## src/rtl/alu_host_driver.sv

```systemverilog
// rtl/alu_host_driver.sv - host-side sequencer for the multi-cycle ALU start/sel/inbus/outbus/finish bus
// Optional macro ALU_HOST_TIMEOUT_EN: abort to a timeout response TIMEOUT cycles after start.
module alu_host_driver #(
  parameter int M_DELAY = 2,
  parameter int TIMEOUT = 64,
  parameter int TCW     = 8
) (
  input  logic        clk,
  input  logic        rst,
  input  logic        req_valid,
  output logic        req_ready,
  input  logic [1:0]  req_op,
  input  logic [7:0]  req_a,
  input  logic [7:0]  req_b,
  output logic        alu_start,
  output logic [1:0]  alu_sel,
  output logic [7:0]  alu_inbus,
  input  logic [7:0]  alu_outbus,
  input  logic        alu_finish,
  output logic        alu_clr,
  output logic        rsp_valid,
  input  logic        rsp_ready,
  output logic [15:0] rsp_result,
  output logic        rsp_timeout
);

  typedef enum logic [2:0] {
    S_IDLE, S_START, S_GAP, S_LOAD_M, S_WAIT_FIN, S_CAPT_LO, S_RESP, S_CLEAR
  } state_t;

  localparam logic [TCW-1:0] GAP_LAST = TCW'(M_DELAY - 1);

  state_t         state_q, state_d;
  logic [7:0]     b_q, b_d;
  logic [15:0]    result_q, result_d;
  logic [TCW-1:0] cnt_q, cnt_d, cnt_inc;
  logic           start_q, start_d;
  logic [1:0]     sel_q, sel_d;
  logic [7:0]     inbus_q, inbus_d;
  logic           clr_q, clr_d;
  logic           rsp_valid_q, rsp_valid_d;
  logic           rsp_timeout_q, rsp_timeout_d;
  logic           timeout_hit;

`ifdef ALU_HOST_TIMEOUT_EN
  localparam logic [TCW-1:0] TO_LAST = TCW'(TIMEOUT - 1);
  // Decided one cycle early so the response appears exactly TIMEOUT cycles after START.
  assign timeout_hit = (cnt_q >= TO_LAST);
`else
  logic unused_timeout;
  assign unused_timeout = ^TCW'(TIMEOUT);
  assign timeout_hit    = 1'b0;
`endif

  assign cnt_inc = (cnt_q == {TCW{1'b1}}) ? cnt_q : cnt_q + TCW'(1);

  always_comb begin
    state_d       = state_q;
    b_d           = b_q;
    result_d      = result_q;
    cnt_d         = cnt_q;
    start_d       = start_q;
    sel_d         = sel_q;
    inbus_d       = inbus_q;
    clr_d         = clr_q;
    rsp_valid_d   = rsp_valid_q;
    rsp_timeout_d = rsp_timeout_q;
    unique case (state_q)
      S_IDLE: begin
        if (req_valid) begin
          b_d      = req_b;
          sel_d    = req_op;
          inbus_d  = req_a;
          start_d  = 1'b1;
          cnt_d    = '0;
          result_d = '0;
          state_d  = S_START;
        end
      end
      S_START: begin
        start_d = 1'b0;
        cnt_d   = cnt_inc;
        if (M_DELAY > 1) begin
          state_d = S_GAP;
        end else begin
          inbus_d = b_q;
          state_d = S_LOAD_M;
        end
      end
      S_GAP: begin
        cnt_d = cnt_inc;
        if (cnt_q == GAP_LAST) begin
          inbus_d = b_q;
          state_d = S_LOAD_M;
        end
      end
      S_LOAD_M, S_WAIT_FIN: begin
        cnt_d = cnt_inc;
        if (alu_finish) begin
          // Two-byte results (mul/div) present the high byte first.
          if (sel_q[1]) begin
            result_d[15:8] = alu_outbus;
            state_d        = S_CAPT_LO;
          end else begin
            result_d    = {8'h00, alu_outbus};
            rsp_valid_d = 1'b1;
            state_d     = S_RESP;
          end
        end else if (timeout_hit) begin
          result_d      = '0;
          rsp_timeout_d = 1'b1;
          rsp_valid_d   = 1'b1;
          state_d       = S_RESP;
        end else begin
          state_d = S_WAIT_FIN;
        end
      end
      S_CAPT_LO: begin
        result_d[7:0] = alu_outbus;
        rsp_valid_d   = 1'b1;
        state_d       = S_RESP;
      end
      S_RESP: begin
        if (rsp_ready) begin
          rsp_valid_d   = 1'b0;
          rsp_timeout_d = 1'b0;
          clr_d         = 1'b1;
          sel_d         = 2'b00;
          inbus_d       = 8'h00;
          state_d       = S_CLEAR;
        end
      end
      S_CLEAR: begin
        clr_d   = 1'b0;
        state_d = S_IDLE;
      end
      default: state_d = S_IDLE;
    endcase
  end

  always_ff @(posedge clk or posedge rst) begin
    if (rst) begin
      state_q       <= S_IDLE;
      b_q           <= '0;
      result_q      <= '0;
      cnt_q         <= '0;
      start_q       <= 1'b0;
      sel_q         <= 2'b00;
      inbus_q       <= 8'h00;
      clr_q         <= 1'b0;
      rsp_valid_q   <= 1'b0;
      rsp_timeout_q <= 1'b0;
    end else begin
      state_q       <= state_d;
      b_q           <= b_d;
      result_q      <= result_d;
      cnt_q         <= cnt_d;
      start_q       <= start_d;
      sel_q         <= sel_d;
      inbus_q       <= inbus_d;
      clr_q         <= clr_d;
      rsp_valid_q   <= rsp_valid_d;
      rsp_timeout_q <= rsp_timeout_d;
    end
  end

  assign req_ready   = (state_q == S_IDLE);
  assign alu_start   = start_q;
  assign alu_sel     = sel_q;
  assign alu_inbus   = inbus_q;
  assign alu_clr     = clr_q;
  assign rsp_valid   = rsp_valid_q;
  assign rsp_result  = result_q;
  assign rsp_timeout = rsp_timeout_q;

endmodule
```

## config.mk

```make
export PLATFORM = sky130hd
export DESIGN_NAME = alu_host_driver
export DESIGN_NICKNAME = d
export VERILOG_FILES = /design/src/rtl/alu_host_driver.sv
export SDC_FILE = /design/constraint.sdc
export NUM_CORES = 1
export LEC_CHECK = 0
export ABC_AREA = 1
export CAP_MARGIN = 20
export CORE_AREA = 2 2 78 80
export CTS_CLUSTER_DIAMETER = 30
export DETAILED_ROUTE_END_ITERATION = 16
export DIE_AREA = 0 0 80 82
export PLACE_DENSITY = 0.84
export SYNTH_ARGS = -nofsm -noshare
export SYNTH_HDL_FRONTEND = slang
export SYNTH_SLANG_ARGS = --single-unit
```

## constraint.sdc

```tcl
create_clock -name clk -period 3.1 [get_ports clk]
set_input_delay 0.775 -clock clk [delete_from_list [all_inputs] [get_ports clk]]
set_output_delay 0.775 -clock clk [all_outputs]
set_load 0.02 [all_outputs]
```

==> summary.txt, run 1 <==
Worst setup path
  – Worst setup EP type: output port
  – Startpoint class of the critical path: flip-flop
  – R2r endpoint: alu_sel[0]$_DFFE_PP0P_
  – Cell count of the worst reg-to-reg path: 7
  – Data arrival time at the worst-slack endpoint: ~1.9 ns
  – First element of the critical path: state_q[2]$_DFFE_PP0P_
  – Reg2reg start: state_q[2]$_DFFE_PP0P_
  – Biggest fanout along the worst timing path: 10
  – Last element of the critical path: req_ready
  – Worst endpoint required time: about 2.3 ns
  – Critical path class: reg -> out
  – Reg-to-reg setup timing slack: about 1.5 ns

Placed design
  – Input/output buffers: 60
  – Setup Slack @ Placement: about 0.77 ns
  – Area of placed instances: 3180 sq um
  – Final weighted congestion in routability-driven placement: just over 0.9
  – Placed Instances: ~450
  – Half-perimeter wire length after detailed placement: roughly 4400 um

Clock tree
  – CTS tree: built
  – Number of buffers added for setup after CTS: 0
  – Clock-pin slew on the worst setup and hold paths: about 0.090 ns
  – Root buffer selected by CTS: sky130_fd_sc_hd__clkbuf_8
  – Clock Latency Late Sink: 0.30 ns
  – Number of H-tree levels: 2
  – Post-cts gate resize count: 0
  – Number of buffers inserted for hold repair after clock tree synthesis: 0
  – Number of sinks on the clock net: 48
  – Worst-case clock buffer depth: 2
  – Number of buffers created by CTS: 5

Power
  – Leakage power: around 1.7 nW
  – Net switching power of the design: approximately 240 uW
  – Portion of total power attributed to combinational logic: 0.056
  – Internal power: around 840 uW
  – Switching Share: 0.219
  – Part of the total power dissipated in sequential elements: 0.579
  – Worst-case vdd ir drop: between 0.2 and 0.25 mV
  – Clock network power share: 0.364
  – Post-route total power: 1.08 mW
  – Power density normalized to cell area: around 330 nW/um^2

Floorplan
  – Core footprint: ~5700 sq um
  – Area of the die: roughly 6600 sq um
  – Die width: about 80 um
  – Effective utilization at floorplan: 0.439
  – Die Y-Extent: roughly 82 um
  – Ports placed on the boundary: 62
  – Placement Rows: 28

Yosys
  – Top_reg_cell synth: sky130_fd_sc_hd__dfrtp_1
  – Most frequent cells after synthesis: 143 x sky130_fd_sc_hd__nand2_1, 48 x sky130_fd_sc_hd__dfrtp_1, 32 x sky130_fd_sc_hd__nand3_1
  – Largest cells by area after synthesis: sky130_fd_sc_hd__dfrtp_1 48%, sky130_fd_sc_hd__nand2_1 21%, sky130_fd_sc_hd__nand3_1 6.4%
  – Netlist area before placement: 2520 sq um
  – Sequential-to-total area share from yosys stat: 0.476
  – Cell type contributing the most total cell area after synthesis: sky130_fd_sc_hd__dfrtp_1
  – Synthesis Warnings: 0
  – Post-Synthesis Net Count: between 300 and 400
  – Ys async rst share: 1.00
  – Flip-flop and latch count after synthesis: 48
  – Count leader, synth: sky130_fd_sc_hd__nand2_1
  – Number of enable-type register cells in the synthesized netlist: 0
  – Gate count of the mapped netlist: about 320
  – Count of distinct cell types in the synthesized netlist: 25
  – Proportion of netlist area held by the largest area contributor: 0.476
  – Mean cell area of the mapped netlist: approximately 8 sq um

GRT
  – Number of antenna violations at the first check in global routing: 0
  – Global-route wire length before repair: ~9500 um
  – All-layer global routing usage: 0.185
  – Largest net degree at the start of global routing: between 40 and 50
  – Number of global-route vias before repair: roughly 2.1k
  – Overflow after GRT: 0

STA
  – # setup viols final: 0
  – Worst hold slack: 0.474 ns
  – Final WS setup: 0.438 ns
  – Share of the cycle needed by the critical path after routing: 0.859
  – Unrepaired setup endpoints after global routing: false
  – Relative slew slack: 0.611
  – Max Freq: ~380 MHz
  – Max Slew Vio Count: 0
  – Endpoints failing hold: 0
  – Shortest clock period the worst path allows after layout: about 2.7 ns
  – Clk_skew: 0.00716 ns
  – Sum of negative setup slack: 0 ns
  – Slew at the pin closest to its max-slew limit: approximately 0.6 ns

Layout
  – Number of antenna diodes: 0
  – Ratio of cells with drive above 1 in the final layout: 0.124
  – Final design utilization: 0.570
  – Layout Nets: slightly above 400
  – Post-route insts no fill: 455
  – Number of fill cells in the layout: 505
  – Area added between synthesis and finish: 30.0%
  – Area of all placed cells without fillers: ~3300 sq um

Detailed routing
  – Number of nets still failing antenna checks after routing: 0
  – Via/cell ratio: approximately 4.7
  – Vias after detailed routing: approximately 2.2k
  – Average wire length per cell after detail routing: approximately 12 um
  – Total Wirelength: about 5600 um
  – DR DRC count: 0
  – Initial DRC Count: approximately 180
  – First-pass iteration count of the detailed router: 4

Flow run
  – Number of maximum-capacitance violations: 0

Min path
  – Min-Delay Path Class: reg -> reg

Run status
  – Outcome: finished, final reports clean
final cells by class:
type / instances / area [sq um] / share of cell area
Inverter: 29 / 111 / 0.0340
Multi-Input combinational cell: 234 / 1170 / 0.356
Clock buffer: 6 / 82.6 / 0.0252
Tap cell: 75 / 93.8 / 0.0286
Sequential cell: 48 / 1200 / 0.367
Timing Repair Buffer: 61 / 608 / 0.186
Clock inverter: 2 / 13.8 / 0.00420
critical path, cell delays in order, from the launching register on:
cell and delay (ns):
sky130_fd_sc_hd__dfrtp_1 0.53, sky130_fd_sc_hd__inv_2 0.16, sky130_fd_sc_hd__nand2_1 0.10, sky130_fd_sc_hd__inv_2 0.16, sky130_fd_sc_hd__clkdlybuf4s50_1 0.63
cells in the final DEF (no fill, tap or decap):
cell	instances
sky130_fd_sc_hd__nand3_1	32
sky130_fd_sc_hd__nand2_4	6
sky130_fd_sc_hd__a2bb2oi_1	1
sky130_fd_sc_hd__buf_4	1
sky130_fd_sc_hd__nor3_1	2
sky130_fd_sc_hd__inv_2	5
sky130_fd_sc_hd__dfrtp_1	48
sky130_fd_sc_hd__o21ai_2	9
sky130_fd_sc_hd__inv_1	23
sky130_fd_sc_hd__clkbuf_8	6
sky130_fd_sc_hd__o21ai_0	3
sky130_fd_sc_hd__inv_4	1
sky130_fd_sc_hd__conb_1	1
sky130_fd_sc_hd__inv_6	1
sky130_fd_sc_hd__clkinv_2	1
sky130_fd_sc_hd__clkdlybuf4s50_1	60
sky130_fd_sc_hd__nor2_4	3
sky130_fd_sc_hd__ha_1	2
sky130_fd_sc_hd__a21oi_1	2
sky130_fd_sc_hd__nor2_8	1
sky130_fd_sc_hd__nand2_2	7
sky130_fd_sc_hd__nand3_2	5
sky130_fd_sc_hd__nor2_1	9
sky130_fd_sc_hd__nand3_4	1
sky130_fd_sc_hd__nand2_1	143
sky130_fd_sc_hd__nand4_1	4
sky130_fd_sc_hd__xor2_1	3
kinds of logic (layout without fill, tap and decap cells):
logic type	after synthesis	count (layout)	synth area share
compound gates	15	15	0.0447
flops	48	48	0.476
other cells	1	1	0.00149
buf+inv	34	98	0.0610
simple gates	213	213	0.396
xor+xnor	3	3	0.0104
fa+ha+maj	2	2	0.00992
worst min-delay path by stage:
stage                                   from  depth (start not counted)                  endpoint  slack [ns]
floorplan                 b_q[0]$_DFFE_PP0P_                          2        b_q[0]$_DFFE_PP0P_        0.44
global placement    alu_inbus[2]$_DFFE_PP0P_                          2  alu_inbus[2]$_DFFE_PP0P_        0.45
detailed placement        b_q[6]$_DFFE_PP0P_                          2        b_q[6]$_DFFE_PP0P_        0.46
CTS                       b_q[6]$_DFFE_PP0P_                          2        b_q[6]$_DFFE_PP0P_        0.48
global route        alu_inbus[6]$_DFFE_PP0P_                          2  alu_inbus[6]$_DFFE_PP0P_        0.51
finish              alu_inbus[2]$_DFFE_PP0P_                          2  alu_inbus[2]$_DFFE_PP0P_        0.47
registers in the layout (all words and copies together), names as in the netlist:
signal,count
b_q,8
rsp_result,16
cnt_q,8
state_q,3
alu_inbus,8
alu_clr,1
alu_start,1
rsp_valid,1
alu_sel,2
routing by layer:
layer | GRT usage | share of wire | wire [um]
met1 | 0.249 | 0.46 | 2610
met2 | 0.302 | 0.48 | 2720
met3 | 0.0374 | 0.040 | 225
met4 | 0.0610 | 0.014 | 79
met5 | 0 | 0 | 0
power by group through the flow:
| stage | Combinational, mW | Sequential, mW | Clock (mW) |
|---|---|---|---|
| CTS | 0.0620 | 0.626 | 0.402 |
| finish | 0.0610 | 0.626 | 0.394 |
| floorplan | 0.0150 | 0.640 | 0 |
| global placement | 0.0618 | 0.639 | 0 |
| detailed placement | 0.0618 | 0.639 | 0 |
| global route | 0.0668 | 0.627 | 0.435 |
Power figures use the tool's default switching activity.
==> run 2, diff against run 1 <==
CTS_CLUSTER_DIAMETER = 200   (was 30)
SETUP_SLACK_MARGIN = 0.02   (was not set)
clock period = 2.5 ns   (was 3.1 ns; I/O delays follow)
==> run 2 against run 1 <==
Compared with the run above: wire length is 6.6% higher; register-to-register slack got worse by 0.63 ns; setup slack got worse by 0.030 ns; worst hold slack better by 0.0020 ns; core utilization increased by 0.72 points; via count rose by 5.7%; non-clock buffer count up 2.
==> summary.txt, run 2 (synthesis gave the netlist of run 1 again) <==
Run status
  – Outcome: finished, final reports clean

Clock tree
  – Root buffer selected by CTS: sky130_fd_sc_hd__clkbuf_8
  – Number of buffers inserted for hold repair after clock tree synthesis: 0 (unchanged)
  – Worst-case clock buffer depth: 2 (unchanged)
  – Number of sinks on the clock net: 48 (unchanged)
  – CTS tree: built
  – Clock Latency Late Sink: 0.30 ns (about the same)
  – Clock-pin slew on the worst setup and hold paths: 0.09 ns (about the same)
  – Number of H-tree levels: 2 (unchanged)
  – Number of buffers created by CTS: 5 (unchanged)

Floorplan
  – Placement Rows: 28 (unchanged)
  – Area of the die: 6560 sq um (unchanged)
  – Die Y-Extent: 82 um (unchanged)
  – Ports placed on the boundary: 62 (unchanged)
  – Die width: 80 um (unchanged)
  – Core footprint: 5750 sq um (unchanged)
  – Effective utilization at floorplan: 0.439 (unchanged)

Placed design
  – Input/output buffers: 60 (unchanged)
  – Placed Instances: 449 (+0.45%)
  – Area of placed instances: 3210 sq um (+0.87%)
  – Half-perimeter wire length after detailed placement: 4490 um (+2.3%)
  – Setup Slack @ Placement: 0.355 ns (-0.415 ns)
  – Final weighted congestion in routability-driven placement: 0.908 (-1.7%)

Layout
  – Layout Nets: 414 (+0.49%)
  – Ratio of cells with drive above 1 in the final layout: 0.126 (+0.00197)
  – Most frequent standard cell in the layout excluding fill and tap cells: sky130_fd_sc_hd__nand2_1
  – Number of fill cells in the layout: 501 (-0.79%)
  – Final design utilization: 0.578 (+0.00719)
  – Max FFs per register: 16 (unchanged)
  – Area of all placed cells without fillers: 3320 sq um (+1.3%)
  – Most frequent cells in the layout: 143 x sky130_fd_sc_hd__nand2_1, 59 x sky130_fd_sc_hd__clkdlybuf4s50_1, 48 x sky130_fd_sc_hd__dfrtp_1, 32 x sky130_fd_sc_hd__nand3_1, 23 x sky130_fd_sc_hd__inv_1
  – Number of antenna diodes: 0 (unchanged)
  – Area added between synthesis and finish: 31.6%
  – Post-route insts no fill: 457 (+0.44%)

STA
  – Share of the cycle needed by the critical path after routing: 0.837
  – Final WS setup: 0.407 ns (-0.0304 ns)
  – Endpoints failing hold: 0 (unchanged)
  – Max Freq: about 480 MHz
  – Shortest clock period the worst path allows after layout: between 2 and 2.5 ns
  – Max Slew Vio Count: 0 (unchanged)
  – Unrepaired setup endpoints after global routing: false
  – Sum of negative setup slack: 0 ns (unchanged)
  – Clk_skew: 0.00803 ns (+0.000874 ns)
  – # setup viols final: 0 (unchanged)

GRT
  – Largest net degree at the start of global routing: 29 (-41%)
  – Overflow after GRT: 0 (unchanged)
  – Number of global-route vias before repair: 2,150 (+1.9%)
  – All-layer global routing usage: 0.189 (+0.00417)
  – Number of antenna violations at the first check in global routing: 0 (unchanged)
  – Global-route wire length before repair: 9730 um (+2.4%)

Power
  – Worst-case vdd ir drop: 0.228 mV (-8.6%)
  – Power density normalized to cell area: 426 nW/um^2 (+29%)
  – Leakage power: 1.69 nW (+2.2%)

Worst setup path
  – Critical path class: reg -> out
  – Data arrival time at the worst-slack endpoint: 1.47 ns (-0.42 ns)
  – Reg-to-reg setup timing slack: 0.90 ns (-0.63 ns)
  – Worst setup EP type: output port
  – Startpoint class of the critical path: flip-flop
  – Biggest fanout along the worst timing path: 10 (unchanged)
  – Worst endpoint required time: 1.88 ns (-0.44 ns)

Detailed routing
  – Initial DRC Count: 166 (-6.2%)
  – DR DRC count: 0 (unchanged)
  – Number of nets still failing antenna checks after routing: 0 (unchanged)
  – Total Wirelength: 6010 um (+6.6%)
  – Via/cell ratio: 4.99 (+5.2%)
  – Vias after detailed routing: 2,280 (+5.7%)
  – First-pass iteration count of the detailed router: 5 (+1)
  – Average wire length per cell after detail routing: 13.2 um (+6.1%)

Flow run
  – Number of maximum-capacitance violations: 0 (unchanged)

Min path
  – Min-Delay Path Class: reg -> reg
==> run 2: changes by cell type in the layout (fill, tap and decap cells not counted), sizes merged <==
cell           before  now
dlymetal6s2s        0    1
inv                30   29
bufinv              0    1
clkdlybuf4s50      60   59
buf                 1    3
==> run 2: per-layer routing <==
layer	global-route usage	vias up	share of wire	routed length, um
met3	0.0363	11	0.047	282
li1	-	1118	-	-
met4	0.0763	0	0.015	91
met1	0.237	1087	0.43	2560
met5	0	-	0	0
met2	0.324	64	0.51	3080
==> run 2: worst max-delay path, stage by stage (launching register included) <==
cell,delay [ns]
sky130_fd_sc_hd__dfrtp_1,0.50
sky130_fd_sc_hd__nor2_4,0.16
sky130_fd_sc_hd__nand2_1,0.12
sky130_fd_sc_hd__inv_2,0.15
sky130_fd_sc_hd__dlymetal6s2s_1,0.25
==> run 2: final timing paths <==
kind / start / to / cells past startpoint
setup / recovery: state_q[1]$_DFFE_PP0P_ / req_ready / 4
hold / removal: alu_inbus[2]$_DFFE_PP0P_ / alu_inbus[2]$_DFFE_PP0P_ / 2
setup reg to reg: cnt_q[0]$_DFFE_PP0P_ / cnt_q[0]$_DFFE_PP0P_ / 7
hold reg to reg: alu_inbus[2]$_DFFE_PP0P_ / alu_inbus[2]$_DFFE_PP0P_ / 2
max in group asynchronous: rst / state_q[0]$_DFFE_PP0P_ / 3
min in group asynchronous: rst / cnt_q[4]$_DFFE_PP0P_ / 2
==> run 2: per-stage QoR <==
stage / hold slack [ns] / power, mW
4_1_cts: 0.480 / 1.41
3_3_place_gp: 0.453 / 0.872
2_1_floorplan: 0.442 / 0.812
3_5_place_dp: 0.459 / 0.872
6_report: 0.476 / 1.41
5_1_grt: 0.502 / 1.46
==> run 2: cell type report <==
cell class                      count  area (sq um)  share of cell area
Sequential cell                    48          1200               0.362
Tap cell                           75          93.8              0.0283
Clock buffer                        6          72.6              0.0219
Inverter                           29           111              0.0336
Timing Repair Buffer               63           638               0.192
Clock inverter                      2          35.0              0.0106
Multi-Input combinational cell    234          1170               0.351
==> run 2: repair_timing <==
item | CTS | global route
gates resized for setup | 0 | 1
setup buffers | 0 | 0
endpoints found under the setup margin | 0 | 1
==> run 2: power breakdown <==
part | internal [mW] | switching, mW | total [mW]
Combinational | 0.0477 | 0.0319 | 0.0796
Sequential | 0.776 | 0.000522 | 0.777
Clock | 0.297 | 0.259 | 0.556
Total | 1.12 | 0.291 | 1.41
==> run 3, diff against run 2 <==
PLACE_DENSITY = 0.87   (was 0.84)
clock period = 1.7 ns   (was 2.5 ns; I/O delays follow)
==> run 3 against run 2 <==
Compared with the run above: register-to-register slack lost 0.75 ns; wire length shrank 2.0%; non-clock buffer count grew 8; clock-buffer cell count is the same; combinational power grew 47%; clock skew shrank 0.0019 ns; global-route usage grew 0.64 points; power grew 41%; critical path depth is the same; largest cell class unchanged.
==> summary.txt, run 3 (synthesis gave the netlist of run 1 again) <==
Detailed routing
  – Met2 wire len: 3000 um (-2.5%)
  – Detail Route met3 WL: 235 um (-17%)
  – First-pass iteration count of the detailed router: 5 (unchanged)
  – Total Wirelength: 5890 um (-2.0%)
  – DR DRC count: 0 (unchanged)
  – Wl on met1: 2520 um (-1.3%)
  – Via/cell ratio: 4.88 (-2.2%)
  – Highest metal layer with signal wires: met4
  – Average wire length per cell after detail routing: 12.7 um (-3.7%)
  – Number of nets still failing antenna checks after routing: 0 (unchanged)
  – Initial DRC Count: 159 (-4.2%)
  – Vias after detailed routing: 2,269 (-0.48%)

Worst setup path
  – Slowest cell delay on critical path: 0.42 ns (-0.08 ns)
  – R2r endpoint: cnt_q[5]$_DFFE_PP0P_
  – Data arrival time at the worst-slack endpoint: 1.18 ns (-0.29 ns)
  – Cell count of the worst reg-to-reg path: 7 (unchanged)
  – Critical path cell sequence: nor2_4 -> nand2_1 -> inv_2 -> buf_4
  – Biggest fanout along the worst timing path: 4 (-6)
  – Reg2reg start: cnt_q[0]$_DFFE_PP0P_
  – Reg-to-reg setup timing slack: 0.15 ns (-0.75 ns)
  – Startpoint class of the critical path: flip-flop
  – Critical path class: reg -> out
  – Worst endpoint required time: 1.27 ns (-0.61 ns)
  – CP Buf/Inv Count: 2 (unchanged)
  – Critical-path top delay cell: sky130_fd_sc_hd__dfrtp_1
  – Worst setup EP type: output port
  – Cell family contributing the most delay on the critical path: flip-flops

Layout
  – Most frequent cells in the layout: 143 x sky130_fd_sc_hd__nand2_1, 48 x sky130_fd_sc_hd__dfrtp_1, 32 x sky130_fd_sc_hd__nand3_1, 30 x sky130_fd_sc_hd__clkdlybuf4s50_1, 29 x sky130_fd_sc_hd__dlygate4sd2_1
  – Number of fill cells in the layout: 510 (+1.8%)
  – Area added between synthesis and finish: 32.0%
  – Ratio of cells with drive above 1 in the final layout: 0.149 (+0.0231)
  – Final design utilization: 0.579 (+0.00152)
  – Max FFs per register: 16 (unchanged)
  – Most frequent standard cell in the layout excluding fill and tap cells: sky130_fd_sc_hd__nand2_1
  – Layout Nets: 422 (+1.9%)
  – Number of antenna diodes: 0 (unchanged)
  – Area of all placed cells without fillers: 3330 sq um (+0.26%)

GRT
  – Number of antenna violations at the first check in global routing: 0 (unchanged)
  – Largest net degree at the start of global routing: 49 (+69%)
  – Overflow after GRT: 0 (unchanged)
  – Global-route wire length before repair: 9800 um (+0.77%)
  – Number of global-route vias before repair: 2,182 (+1.5%)
  – All-layer global routing usage: 0.196 (+0.00645)

Floorplan
  – Die width: 80 um (unchanged)
  – Ports placed on the boundary: 62 (unchanged)
  – Core footprint: 5750 sq um (unchanged)
  – Die Y-Extent: 82 um (unchanged)
  – Area of the die: 6560 sq um (unchanged)
  – Effective utilization at floorplan: 0.439 (unchanged)
  – Placement Rows: 28 (unchanged)

Clock tree
  – Number of H-tree levels: 2 (unchanged)
  – Post-cts gate resize count: 33 (+33)
  – Number of buffers added for setup after CTS: 0 (unchanged)
  – Number of buffers created by CTS: 5 (unchanged)
  – Clock Latency Late Sink: 0.31 ns (about the same)
  – Number of sinks on the clock net: 48 (unchanged)
  – Worst-case clock buffer depth: 2 (unchanged)
  – CTS tree: built
  – Number of buffers inserted for hold repair after clock tree synthesis: 0 (unchanged)
  – Root buffer selected by CTS: sky130_fd_sc_hd__clkbuf_8
  – Clock-pin slew on the worst setup and hold paths: 0.09 ns (about the same)

Power
  – Leakage power: 1.83 nW (+8.2%)
  – Worst-case vdd ir drop: 0.288 mV (+27%)
  – Power density normalized to cell area: 600 nW/um^2 (+41%)

STA
  – # setup viols final: 0 (unchanged)
  – Max Freq: 622 MHz
  – Endpoints failing hold: 0 (unchanged)
  – Shortest clock period the worst path allows after layout: ~1.6 ns
  – Unrepaired setup endpoints after global routing: false
  – Clk_skew: 0.00617 ns (-0.00186 ns)
  – Share of the cycle needed by the critical path after routing: 0.946
  – Max Slew Vio Count: 0 (unchanged)

Placed design
  – Final weighted congestion in routability-driven placement: 0.904 (-0.52%)
  – Area of placed instances: 3270 sq um (+1.9%)
  – Input/output buffers: 60 (unchanged)
  – Half-perimeter wire length after detailed placement: 4520 um (+0.87%)

Min path
  – Min-Delay Path Class: in -> async

Flow run
  – Number of maximum-capacitance violations: 0 (unchanged)

Run status
  – Outcome: finished, final reports clean
==> run 3: through the flow <==
step	cells	setup TNS, ns	power, mW	setup WS (ns)	hold WS (ns)
2_1_floorplan	316	0	1.19	0.131	0.442
3_3_place_gp	457	-0.475	1.28	-0.0364	0.457
3_5_place_dp	457	-0.767	1.28	-0.0735	0.460
4_1_cts	465	0	2.00	0.0711	0.466
5_1_grt	465	0	2.06	0.0271	0.472
6_report	465	0	2.00	0.0923	0.457
==> run 3: layout make-up <==
| type | count | area (sq um) | area share |
|---|---|---|---|
| clock buffer | 6 | 82.6 | 0.0248 |
| inverter | 29 | 111 | 0.0335 |
| timing repair buffer | 71 | 657 | 0.197 |
| tap | 75 | 93.8 | 0.0282 |
| clock inverter | 2 | 15.0 | 0.00451 |
| sequential | 48 | 1200 | 0.361 |
| multi-input combinational | 234 | 1170 | 0.351 |
==> run 3: metal layers <==
layer	track usage	up-vias
li1	-	1138
met1	0.239	1063
met2	0.319	58
met3	0.0451	10
met4	0.114	0
met5	0	-
==> run 3: how the worst max path moves through the flow <==
stage / startpoint / endpoint / slack, ns / cells past startpoint
after global routing: state_q[0]$_DFFE_PP0P_ / req_ready / 0.03 / 4
after CTS: state_q[0]$_DFFE_PP0P_ / req_ready / 0.07 / 4
after detailed placement: req_valid / rsp_result[10]$_DFFE_PP0P_ / -0.07 / 8
after floorplan: rst / alu_clr$_DFFE_PP0P_ / 0.13 / 1
after global placement: req_valid / rsp_result[12]$_DFFE_PP0P_ / -0.04 / 8
final: state_q[0]$_DFFE_PP0P_ / req_ready / 0.09 / 4
==> run 3: worst min-delay path, stage by stage <==
cell and delay (ns):
sky130_fd_sc_hd__clkdlybuf4s50_1 0.41, sky130_fd_sc_hd__inv_2 0.07, sky130_fd_sc_hd__buf_12 0.25
==> run 3: power breakdown <==
| group | switching [mW] | internal [mW] | total, mW | leakage [nW] |
|---|---|---|---|---|
| Combinational | 0.0476 | 0.0697 | 0.117 | 1.15 |
| Clock | 0.407 | 0.330 | 0.736 | 0.0434 |
| Sequential | 0.000656 | 1.14 | 1.14 | 0.644 |
